### config.mk
export PLATFORM = sky130hd
export DESIGN_NAME = if_stage
export DESIGN_NICKNAME = d
export VERILOG_FILES = /design/src/rtl/if_stage.sv
export SDC_FILE = /design/constraint.sdc
export NUM_CORES = 1
export LEC_CHECK = 0
export BUFFER_PORTS_ARGS = -buffer_cell sky130_fd_sc_hd__buf_2
export CORE_ASPECT_RATIO = 1.75
export CORE_UTILIZATION = 48
export CTS_CLUSTER_SIZE = 24
export DETAILED_ROUTE_END_ITERATION = 7
export GPL_TIMING_DRIVEN = 0
export PLACE_DENSITY = 0.8
export REMOVE_ABC_BUFFERS = 1
export SKIP_CTS_REPAIR_TIMING = 1
export SLEW_MARGIN = 30
export SYNTH_ARGS = -nofsm -noshare
export SYNTH_HDL_FRONTEND = slang
export SYNTH_SLANG_ARGS = --single-unit
### constraint.sdc
create_clock -name clk -period 1.8 [get_ports clk]
set_input_delay 0.09 -clock clk [delete_from_list [all_inputs] [get_ports clk]]
set_output_delay 0.09 -clock clk [all_outputs]
set_load 0.02 [all_outputs]
### src/rtl/if_stage.sv
// Instruction-fetch stage: PC register, IF/ID pipeline register and a RUN/HALTED fetch FSM.
// Branch redirects beat stalls, stalls beat jumps, and a fetched halt freezes the PC.
module if_stage #(
   parameter logic [15:0] NOP_INSTR = 16'h0000,
   parameter logic [3:0]  HLT_OP    = 4'b1111
) (
   input  logic        clk,
   input  logic        rst_n,
   output logic [15:0] imem_addr,
   input  logic [15:0] imem_data,
   input  logic        stall,
   input  logic        j_ctrl,
   input  logic [15:0] j_pc,
   input  logic        br_ctrl,
   input  logic [15:0] br_pc,
   output logic [15:0] instr,
   output logic [15:0] pc,
   output logic        halted
);

   typedef enum logic {RUN, HALTED} state_e;

   state_e      state_q, state_d;
   logic [15:0] pc_reg_q, pc_reg_d;
   logic [15:0] instr_q, instr_d;
   logic [15:0] pc_q, pc_d;

   always_ff @(posedge clk or negedge rst_n) begin
      if (!rst_n) begin
         state_q  <= RUN;
         pc_reg_q <= 16'h0000;
         instr_q  <= NOP_INSTR;
         pc_q     <= 16'h0000;
      end else begin
         state_q  <= state_d;
         pc_reg_q <= pc_reg_d;
         instr_q  <= instr_d;
         pc_q     <= pc_d;
      end
   end

   always_comb begin
      state_d  = state_q;
      pc_reg_d = pc_reg_q;
      instr_d  = instr_q;
      pc_d     = pc_q;
      if (br_ctrl) begin
         // A taken branch also cancels any wrong-path halt or jump.
         pc_reg_d = br_pc;
         instr_d  = NOP_INSTR;
         pc_d     = 16'h0000;
         state_d  = RUN;
      end else if (stall) begin
         state_d = state_q;
      end else if (j_ctrl) begin
         pc_reg_d = j_pc;
         instr_d  = NOP_INSTR;
         pc_d     = 16'h0000;
         state_d  = RUN;
      end else if (state_q == HALTED) begin
         instr_d = NOP_INSTR;
         pc_d    = 16'h0000;
      end else begin
         instr_d = imem_data;
         pc_d    = pc_reg_q;
         if (imem_data[15:12] == HLT_OP) begin
            state_d = HALTED;
         end else begin
            pc_reg_d = pc_reg_q + 16'h0001;
         end
      end
   end

   assign imem_addr = pc_reg_q;
   assign instr     = instr_q;
   assign pc        = pc_q;
   assign halted    = (state_q == HALTED);

endmodule

# Word level (Yosys, flattened, before mapping)
# Index checks and enable logic that the tools add are counted.
# totals
regBits	49
latchBits	0
mem_bits_rw	0
rom_bits	0
in_bits	53
mem_count	0
# classes
addsub	1
n_mul	0
div	0
magnitude_cmp	0
n_eq_ne	4
shift	0
mux	18
bitwise_logic	0
n_reduce_logical	1
# op_table
operator	count
$mux W16	13
$add A16 B1 Y16 const B	1
$ne A3 B3 Y1 const B	2
$mux W1	5
$eq A4 B4 Y1 const B	1
$reduce_and A3 Y1	1
$ne A2 B1 Y1 const B	1

# Depth between registers and ports, before layout
# Gate-level depths: netlist of the first run.
# logic_depth
depth_word	6
depth_mapped	7
mapped_depth_nobuf	6

# Least setup slack after synthesis of the first run
# OpenSTA, ideal clock, no wires.
# synth_path
kind	reg2reg
start	register pc_reg_q[0], in the netlist imem_addr[0]
end	register pc_reg_q[12], in the netlist imem_addr[12]
t_arrival_ns	1.678
setup_slack_ns	-0.004
stages_incl_launch_ff	7
cell_sequence	dfrtp_1 ha_1 and4_2 and4_1 and3_1 mux2i_1 nand2_1
# synth_between
elab_chain_cells	6
# synth_lines
item	line_no	source
start, declared	24	logic [15:0] pc_reg_q, pc_reg_d;
start signal, assigned	36	pc_reg_q <= pc_reg_d;
$add A16 B1 Y16	69	pc_reg_d = pc_reg_q + 16'h0001;
$mux W16	66	if (imem_data[15:12] == HLT_OP) begin
$mux W16	60	end else if (state_q == HALTED) begin
$mux W16	55	end else if (j_ctrl) begin
$mux W16	53	end else if (stall) begin
$mux W16	47	if (br_ctrl) begin
# No other way between the ends. The select of a mux whose other input is x is not followed.
# A chain may end at the register's enable or synchronous reset.

# Final worst setup path of the first run
# layout_path
start	register pc_reg_q[0], in the netlist imem_addr[0]
end	register pc_reg_q[15], in the netlist imem_addr[15]
# Same word-level chain as after synthesis.

==> results of run 1 <==
routing by layer:
metal / track usage / vias to the layer above
met1: 0.2986 / 1129
met5: 0 / -
met4: 0.08068 / 0
met3: 0.03196 / 10
li1: - / 1094
met2: 0.3928 / 74
power by group through the flow:
stage                     Clock [mW]  Combinational [mW]  Sequential [mW]
after global placement             0               0.523             1.30
final                          0.825               0.560             1.28
after floorplan                    0               0.211             1.38
after CTS                      0.845               0.550             1.28
after detailed placement           0               0.547             1.30
after global routing           0.885               0.614             1.30
cells by family (layout without fill, tap and decap cells):
group / after synthesis / after routing / share of synthesized area
and+or+nand+nor: 61 / 61 / 0.1482
xor gates and xnor gates: 3 / 3 / 0.01055
AOI/OAI and AO/OA: 98 / 98 / 0.2793
buffers and inverters: 28 / 129 / 0.05273
muxes: 3 / 3 / 0.01205
adders and majority gates: 1 / 1 / 0.005022
DFF: 49 / 49 / 0.4922
worst min-delay path, cell delays in order:
cell,delay (ns)
buf_2,0.07
nand2_1,0.04
o21ai_0,0.05
stage by stage:
step,cells,utilization,total power [mW],setup TNS (ns)
2_1_floorplan,225,-,1.591,-0.3987
3_3_place_gp,380,0.5968,1.822,-31.19
5_1_grt,398,0.6473,2.799,-0.001571
6_report,398,0.6473,2.669,0
4_1_cts,391,0.6322,2.676,-0.1593
3_5_place_dp,383,0.6081,1.851,-0.6966
Yosys cell counts (4+ instances only):
master / number
a22o_1: 32
nand2_1: 18
a211oi_1: 4
clkbuf_1: 10
a21oi_1: 29
inv_1: 10
nand3_1: 4
nor2_1: 14
dfrtp_1: 49
o21ai_0: 10
state kept, by name (all words and copies together), names as in the netlist:
signal / flops
pc: 16
imem_addr: 16
halted: 1
instr: 16
path summary, 6_finish.rpt:
kind / depth (start not counted) / end / slack, ns
setup / recovery: 6 / imem_addr[15] / 0.09
hold / removal: 3 / imem_addr[0] / -0.01
setup reg to reg: 6 / imem_addr[15] / 0.09
hold reg to reg: 1 / pc[10] / 0.50
max in group asynchronous: 2 / imem_addr[5] / 0.99
min in group asynchronous: 2 / pc[2] / 0.34
layout make-up:
type / instances / share of cell area
flip-flops and latches: 49 / 0.3821
multi-input cells: 166 / 0.3565
repair buffers: 111 / 0.1915
clock buffers: 6 / 0.02563
well taps: 54 / 0.02097
clock inverters: 2 / 0.01165
inverters: 10 / 0.01165
cell usage in the layout (no fill, tap or decap), types with 2 or more instances in the layout:
cell type,netlist,routed
a31oi_1,3,3
dfrtp_1,49,45
and3_1,2,2
nor2b_4,1,2
buf_2,1,100
nand2b_1,2,2
nand2_1,18,18
mux2i_1,3,3
nor2b_1,3,2
nor3_1,3,3
o21ai_0,10,10
clkbuf_8,0,6
dfrtp_2,0,4
dlygate4sd3_1,0,4
xnor2_1,2,2
nor2_1,14,14
a211oi_1,4,4
and4_4,0,2
inv_1,10,10
nand3_1,4,4
a22oi_1,3,3
o211ai_1,3,3
a21oi_1,29,29
a22o_1,32,32
buf_4,2,5
==> results.md, run 1 <==
* Fin nets at 397
* Synth warn at 0
* Critical hold path startpoint: br_pc[0]
* Initial Utilization at 0.5005
* Max-slew headroom at 0.4964
* Share of cells above drive strength 1 at 0.3895
* Place WS at -0.08401 ns
* Synth Area per Inst at ~10 um^2
* CP max FO at 7
* Cell-internal power at 1.860 mW
* Crit-path slowest cell: dfrtp_2
* Clock skew at between 0.006 and 0.007 ns
* Reg power frac at 0.481
* Final hold viol count at 2
* Final wirelength at a little over 6000 um
* Crit-path leading delay family: simple AND/OR/NAND/NOR gates
* CP Buf/Inv Count at 1
* Hold Crit Class: in2reg
* P per Cell Area at 828.5 nW/um^2
* DR WL/cell at approximately 16 um
* Yosys cell types at 54
* Worst path required time at slightly below 2 ns
* Final setup margin at ~0.087 ns
* WL met1 at roughly 2600 um
* Gp weighted congestion at 0.7932
* Synth area leaders: dfrtp_1 49%, a22o_1 11%, a21oi_1 5.8%, nand2_1 2.7%, nor2_1 2.1%
* Post-DP Area at 3027 um^2
* Ys flop type: dfrtp_1
* #FFs+latches synth at 49
* Worst hold margin at -0.01115 ns
* Max Slew Vio Count at 0
* Final instance area at 3222 um^2
* WL met2 at 3308 um
* Filler cells at ~430
* # clock sinks at 49
* IO Pins at 102
* Clk pwr share at 0.309
* Overall Global Routing Usage at 0.2320
* Clock-pin slew on the worst setup and hold paths at around 0.09 ns
* Post-DP HPWL at approximately 4400 um
* Worst Max-Slew Pin Slew at approximately 0.76 ns
* GRT Residual Overflow at 0
* Max Cap Viol at 0
* Area of the multi-input gates at around 1100 um^2
* Ant diodes at 0
* Sw Ratio at 0.3030
* CTS tree: yes
* Setup violators final at 0
* Core box area at between 4000 and 5000 um^2
* Largest net degree at the start of global routing at 50
* Die Y-Extent at roughly 97 um
* Async set or reset register ratio after synthesis at 1.000
* Fmax at slightly below 600 MHz
* Status: complete, but fails checks
* Initial antenna violation count at 0
* Drc violations at 0
* Setup crit end kind: register
* WP data arrival at about 1.9 ns
* First-pass GRT wire length at ~10000 um
* Via/cell ratio at slightly below 6
* Die Width at roughly 56 um
* Antenna-violating nets left at 0
* Period utilization at 0.9516
* Switching Power at slightly above 0.8 mW
* Root buf cell: clkbuf_8
* Port buffer count at between 100 and 150
* Met3 Wirelength at roughly 220 um
* Logic gate share of total power at 0.210
* Minimum clock period at between 1.5 and 2 ns
* Lkg Pwr at 1.644 nW
* Top Layer Used: met4
* Post-synthesis sequential area ratio at 0.4922
* Via count at 2307
* Cells after Synth at approximately 240
* TritonRoute pass-1 iters at 4
* Max incr delay on CP at between 0.4 and 0.5 ns
* FP Rows at 34
* Synthesized area at about 2500 um^2
* Critical Path Start: imem_addr[0]
* Crit start category: register
* Violated checks: negative hold slack
* Max rail drop VDD at 0.0008031 V
* Die area at 5493 um^2
* Vias in the first global route at 2187
* Clk_lat worst skew at 0.30 ns
* Drt first-iter violations at 72
* Longest Clk Path Bufs at 2
* Max H-tree Level at 2
* Register area at 1231 um^2
* Crit Reg-Reg Startpoint: imem_addr[0]
* Num CTS Buffers at 5
* Post-synth EDFFs at 0
* Yosys top cell by area: dfrtp_1
* Post-synth top area share at 0.4922
* Critical Path, Cell by Cell: buf_4 > nand4_4 > nor4b_4 > and4_1 > o21ai_1 > o2bb2ai_2
* Area Growth Syn to Fin at 29.33%
* Critical path class: reg2reg
(Power assumes the default switching activity.)
==> inputs of run 2 (changes only) <==
Settings changed: CORE_UTILIZATION 48 to 43, PLACE_DENSITY 0.8 to 0.75, SETUP_SLACK_MARGIN set to 0.15.
Clock period 1.8 ns to 1.44 ns, I/O delays scaled along.
==> results.md, run 2 (synthesis results as in run 1) <==
* Worst hold margin at -0.0003867 ns (+0.01077 ns)
* Setup TNS at -1.088 ns (-1.088 ns)
* Gp weighted congestion at 0.7788 (-1.8%)
* Overall Global Routing Usage at 0.2108 (-0.02125)
* Die Y-Extent at 102.7 um (+5.5%)
* R2R depth at 6 (unchanged)
* FP Rows at 36 (+5.9%)
* Commonest non-fill, non-tap cell in the layout: buf_2
* Design Power at 3.480 mW (+30%)
* Finished Layout Cells at 448 (+13%)
* Status: complete, but fails checks
* Drt first-iter violations at 69 (-4.2%)
* Ant diodes at 0 (unchanged)
* Hold Crit Class: in2reg
* CP max FO at 5 (-2)
* Violated checks: negative hold slack, negative setup slack
* Fin nets at 425 (+7.1%)
* Area Growth Syn to Fin at 43.34%
* Met3 usage at 0.03639 (+0.004429)
* Max Slew Vio Count at 0 (unchanged)
* Lkg Pwr at 1.782 nW (+8.4%)
* Clock-pin slew on the worst setup and hold paths at 0.10 ns (about the same)
* Drc violations at 0 (unchanged)
* Crit start category: register
* Worst Max-Slew Pin Slew at 0.7667 ns (+0.01133 ns)
* Worst setup endpoint: imem_addr[12]
* Max Cap Viol at 0 (unchanged)
* Critical path class: reg2reg
* Antenna-violating nets left at 0 (unchanged)
* Final setup margin at -0.2364 ns (-0.3235 ns)
* Area of the multi-input gates at 1225 um^2 (+6.6%)
* Vias in the first global route at 2129 (-2.7%)
* Period utilization at 1.164 (+0.2126)
* Die area at 6114 um^2 (+11%)
* Register area at 1236 um^2 (+0.41%)
* RSZ-0062 raised after global routing: yes
* Grt met2 use at 0.3760 (-0.01679)
* IO Pins at 102 (unchanged)
* Fmax at 596.5 MHz (+2.2%)
* Post-DP HPWL at 4479 um (+2.2%)
* WP data arrival at 1.88 ns (-0.02 ns)
* Share of cells above drive strength 1 at 0.4435 (+0.05401)
* Crit Reg-Reg Startpoint: imem_addr[1]
* Initial antenna violation count at 0 (unchanged)
* Longest Clk Path Bufs at 2 (unchanged)
* Final wirelength at 6882 um (+10%)
* Via/cell ratio at 5.426 (-6.4%)
* First-pass GRT wire length at 9818 um (-4.5%)
* Clock skew at 0.009213 ns (+0.003203 ns)
* Max-slew headroom at 0.4889 (-0.007550)
* GRT Residual Overflow at 0 (unchanged)
* CTS tree: yes
* Final hold viol count at 1 (-1)
* Initial Utilization at 0.4460 (-0.05449)
* Largest net degree at the start of global routing at 50 (unchanged)
* Die Width at 59.54 um (+5.5%)
* Num CTS Buffers at 5 (unchanged)
* Max rail drop VDD at 0.0004414 V (-45%)
* Critical Path Start: imem_addr[1]
* Minimum clock period at 1.676 ns (-0.03650 ns)
* Core box area at 5585 um^2 (+12%)
* TritonRoute pass-1 iters at 4 (unchanged)
* GR Util met1 at 0.2484 (-0.05019)
* Final core occ at 0.6393 (-0.007973)
* Reg2reg end: imem_addr[12]
* Setup violators final at 10 (+10)
* Clk_lat worst skew at 0.31 ns (about the same)
* DR WL/cell at 15.36 um (-1.9%)
* Via count at 2431 (+5.4%)
* Commonest non-fill, non-tap cells in the layout: 100 x buf_2, 41 x dfrtp_1, 32 x a22o_1
* Worst path required time at 1.65 ns (-0.34 ns)
* Filler cells at 499 (+15%)
* R2R setup slack at -0.24 ns (-0.32 ns)
* Setup crit end kind: register
* Placed insts at 405 (+5.7%)
* Port buffer count at 101 (unchanged)
* GR peak layer: met2
* # clock sinks at 49 (unchanged)
* P per Cell Area at 974.7 nW/um^2 (+18%)
* Root buf cell: clkbuf_8
* Max H-tree Level at 2 (unchanged)
[run 2: changes by cell type in the layout (fill, tap and decap cells not counted), sizes merged]
cell | before | now
buf | 107 | 122
dlygate4sd3 | 4 | 16
and2b | 1 | 2
[run 2: worst min-delay path by stage]
stage                       start           end  slack (ns)  cells after the start
CTS                         rst_n        pc[11]       -0.20                      1
floorplan                   rst_n        halted       -0.22                      0
finish              imem_data[13]     instr[13]     -0.0004                      2
global route        imem_data[13]     instr[13]       0.001                      2
detailed placement          rst_n      instr[1]        0.14                      1
global placement         br_pc[0]  imem_addr[0]        0.28                      3
[run 2: worst max-delay path: stages (launching register included)]
cell	delay, ns
dfrtp_2	0.45
ha_4	0.17
and4_4	0.26
and4_4	0.26
and3_4	0.19
mux2i_1	0.18
nand2_1	0.06
[run 2: per-stage QoR]
step                area [um^2]  setup WS (ns)
floorplan                  2397        -0.5650
global placement           2998         -1.274
detailed placement         3042        -0.4655
CTS                        3162        -0.4816
global route               3571        -0.2815
finish                     3571        -0.2364
[run 2: report_power, final]
group          leakage (nW)  internal (mW)  switching, mW
sequential            0.634           1.48          0.132
clock                0.0574          0.565          0.487
combinational          1.09          0.367          0.453
total                  1.78           2.41           1.07
[run 2: area by class of cell]
cell class | instances | area share
repair buffers | 138 | 0.2400
inverters | 10 | 0.01051
clock buffers | 6 | 0.02313
flip-flops and latches | 49 | 0.3462
well taps | 76 | 0.02663
multi-input cells | 167 | 0.3430
clock inverters | 2 | 0.01051
[run 2: per-layer routing]
metal	share of wire	wire length (um)	vias up
li1	-	-	1154
met1	0.40	2742	1192
met2	0.54	3712	72
met3	0.041	282	13
met4	0.021	145	0
met5	0	0	-
==> inputs of run 3 (changes only) <==
--- a/config.mk
+++ b/config.mk
@@ -12,4 +12,5 @@
 export DETAILED_ROUTE_END_ITERATION = 7
 export GPL_TIMING_DRIVEN = 0
+export HOLD_SLACK_MARGIN = 0.1
 export PLACE_DENSITY = 0.75
 export REMOVE_ABC_BUFFERS = 1
==> constraint.sdc (replaced) <==
create_clock -name clk -period 1.44 [get_ports clk]
set_input_delay 0.072 -clock clk [delete_from_list [all_inputs] [get_ports clk]]
set_output_delay 0.072 -clock clk [all_outputs]
set_load 0.1 [all_outputs]
==> results.md, run 3 (synthesis results as in run 1) <==
* Crit-path slowest cell: dfrtp_2
* CP max FO at 5 (unchanged)
* Violated checks: negative setup slack
* Status: complete, but fails checks
* P per Cell Area at 1114 nW/um^2 (+14%)
* DR WL/cell at 15.59 um (+1.5%)
* Die Width at 59.54 um (unchanged)
* Period utilization at 1.163 (about the same)
* Final setup margin at -0.2350 ns (+0.001472 ns)
* Port buffer count at 101 (unchanged)
* TritonRoute pass-1 iters at 4 (unchanged)
* Via count at 2538 (+4.4%)
* Clock skew at 0.01102 ns (+0.001803 ns)
* Num CTS Buffers at 5 (unchanged)
* Overall Global Routing Usage at 0.2108 (unchanged)
* Setup crit end kind: register
* Drt first-iter violations at 88 (+28%)
* Crit Reg-Reg Startpoint: imem_addr[1]
* Drc violations at 0 (unchanged)
* RSZ-0062 raised after global routing: yes
* Die Y-Extent at 102.7 um (unchanged)
* Area of the multi-input gates at 1225 um^2 (unchanged)
* Share of cells above drive strength 1 at 0.4297 (-0.01386)
* Worst Max-Slew Pin Slew at 0.7590 ns (-0.007679 ns)
* Initial antenna violation count at 0 (unchanged)
* Fmax at 597.0 MHz (about the same)
* Lkg Pwr at 1.839 nW (+3.2%)
* Critical path class: reg2reg
* Register area at 1236 um^2 (unchanged)
* Reg2reg end: imem_addr[12]
* Fin nets at 437 (+2.8%)
* Gp weighted congestion at 0.7788 (unchanged)
* CTS tree: yes
* Final core occ at 0.6667 (+0.02733)
* Initial Utilization at 0.4460 (unchanged)
* Antenna-violating nets left at 0 (unchanged)
* Max Slew Vio Count at 0 (unchanged)
* Max-slew headroom at 0.4940 (+0.005119)
* Critical hold path startpoint: br_pc[4]
* Max rail drop VDD at 0.0005455 V (+24%)
* Final hold viol count at 0 (-1)
* Minimum clock period at 1.675 ns (-0.001472 ns)
* # clock sinks at 49 (unchanged)
* Via/cell ratio at 5.517 (+1.7%)
* Vias in the first global route at 2129 (unchanged)
* Worst path required time at 1.65 ns (about the same)
* R2R setup slack at -0.23 ns (about the same)
* Clock-pin slew on the worst setup and hold paths at 0.10 ns (about the same)
* Max H-tree Level at 2 (unchanged)
* Hold path depth at 3 (+1)
* Commonest non-fill, non-tap cell in the layout: buf_2
* Most frequent CP cell: and4_4
* Post-DP HPWL at 4479 um (unchanged)
* FP Rows at 36 (unchanged)
* Hold Crit Class: in2reg
* Design Power at 4.150 mW (+19%)
* Longest Clk Path Bufs at 2 (unchanged)
* R2R depth at 6 (unchanged)
* First-pass GRT wire length at 9818 um (unchanged)
* Crit start category: register
* Setup violators final at 10 (unchanged)
* Commonest non-fill, non-tap cells in the layout: 87 x buf_2, 41 x dfrtp_1, 32 x a22o_1
* Root buf cell: clkbuf_8
* Clk_lat worst skew at 0.32 ns (about the same)
* Ant diodes at 0 (unchanged)
* Filler cells at 476 (-4.6%)
* Max incr delay on CP at 0.45 ns (about the same)
* Die area at 6114 um^2 (unchanged)
* IO Pins at 102 (unchanged)
* GRT Residual Overflow at 0 (unchanged)
* Largest net degree at the start of global routing at 50 (unchanged)
* WP data arrival at 1.89 ns (about the same)
* Core box area at 5585 um^2 (unchanged)
* Critical Path, Cell by Cell: ha_4 > and4_4 > and4_4 > and3_4 > mux2i_1 > nand2_1
* WHS Endpoint: imem_addr[4]
* Area Growth Syn to Fin at 49.47%
* Final wirelength at 7170 um (+4.2%)
* Max Cap Viol at 0 (unchanged)
==> run 3: changes by cell type in the layout (fill, tap and decap cells not counted), sizes merged <==
cell         before  now
dlygate4sd3      16   28
buf             122  111
clkbuf            6   17
==> run 3: worst max path at each step <==
stage,end,startpoint,depth (start not counted)
after floorplan,imem_addr[10],halted,5
after global placement,instr[13],br_ctrl,3
after detailed placement,imem_addr[12],imem_addr[0],6
after CTS,imem_addr[12],imem_addr[0],6
after global routing,imem_addr[12],imem_addr[1],6
final,imem_addr[12],imem_addr[1],6
==> run 3: power by group <==
group          leakage (nW)  total [mW]  switching (mW)  internal, mW
Sequential            0.634        1.61           0.135          1.48
Clock                0.0574        1.06           0.498         0.565
Combinational          1.15        1.48            1.06         0.410
==> run 3: layout make-up <==
type                    instances  share of cell area
multi-input cells             167              0.3290
well taps                      76             0.02554
repair buffers                150              0.2712
clock buffers                   6             0.02218
flip-flops and latches         49              0.3320
clock inverters                 2             0.01008
inverters                      10             0.01008
==> run 3: routing by layer <==
layer,track usage,routed length [um],vias to the layer above
met5,0,0,-
met4,0.07513,148,0
met3,0.03639,324,12
met2,0.3760,3857,88
met1,0.2484,2839,1258
li1,-,-,1180
==> run 3: per-stage QoR <==
step | cells | hold slack (ns) | setup WS (ns) | area [um^2] | setup TNS (ns)
finish | 460 | 0.07343 | -0.2350 | 3724 | -1.074
global route | 460 | 0.1024 | -0.2814 | 3724 | -2.050
CTS | 413 | -0.1998 | -0.4816 | 3162 | -8.400
detailed placement | 405 | 0.1393 | -0.4655 | 3042 | -12.01
global placement | 402 | 0.2842 | -1.274 | 2998 | -46.98
floorplan | 225 | -0.2236 | -1.002 | 2397 | -33.15
==> run 3: critical path: cells and delay by family (launching register included) <==
kind | cells | cell delay [ns]
adder cells (fa/ha/maj) | 1 | 0.17
flip-flops | 1 | 0.45
multiplexers | 1 | 0.18
AND/OR/NAND/NOR | 4 | 0.77
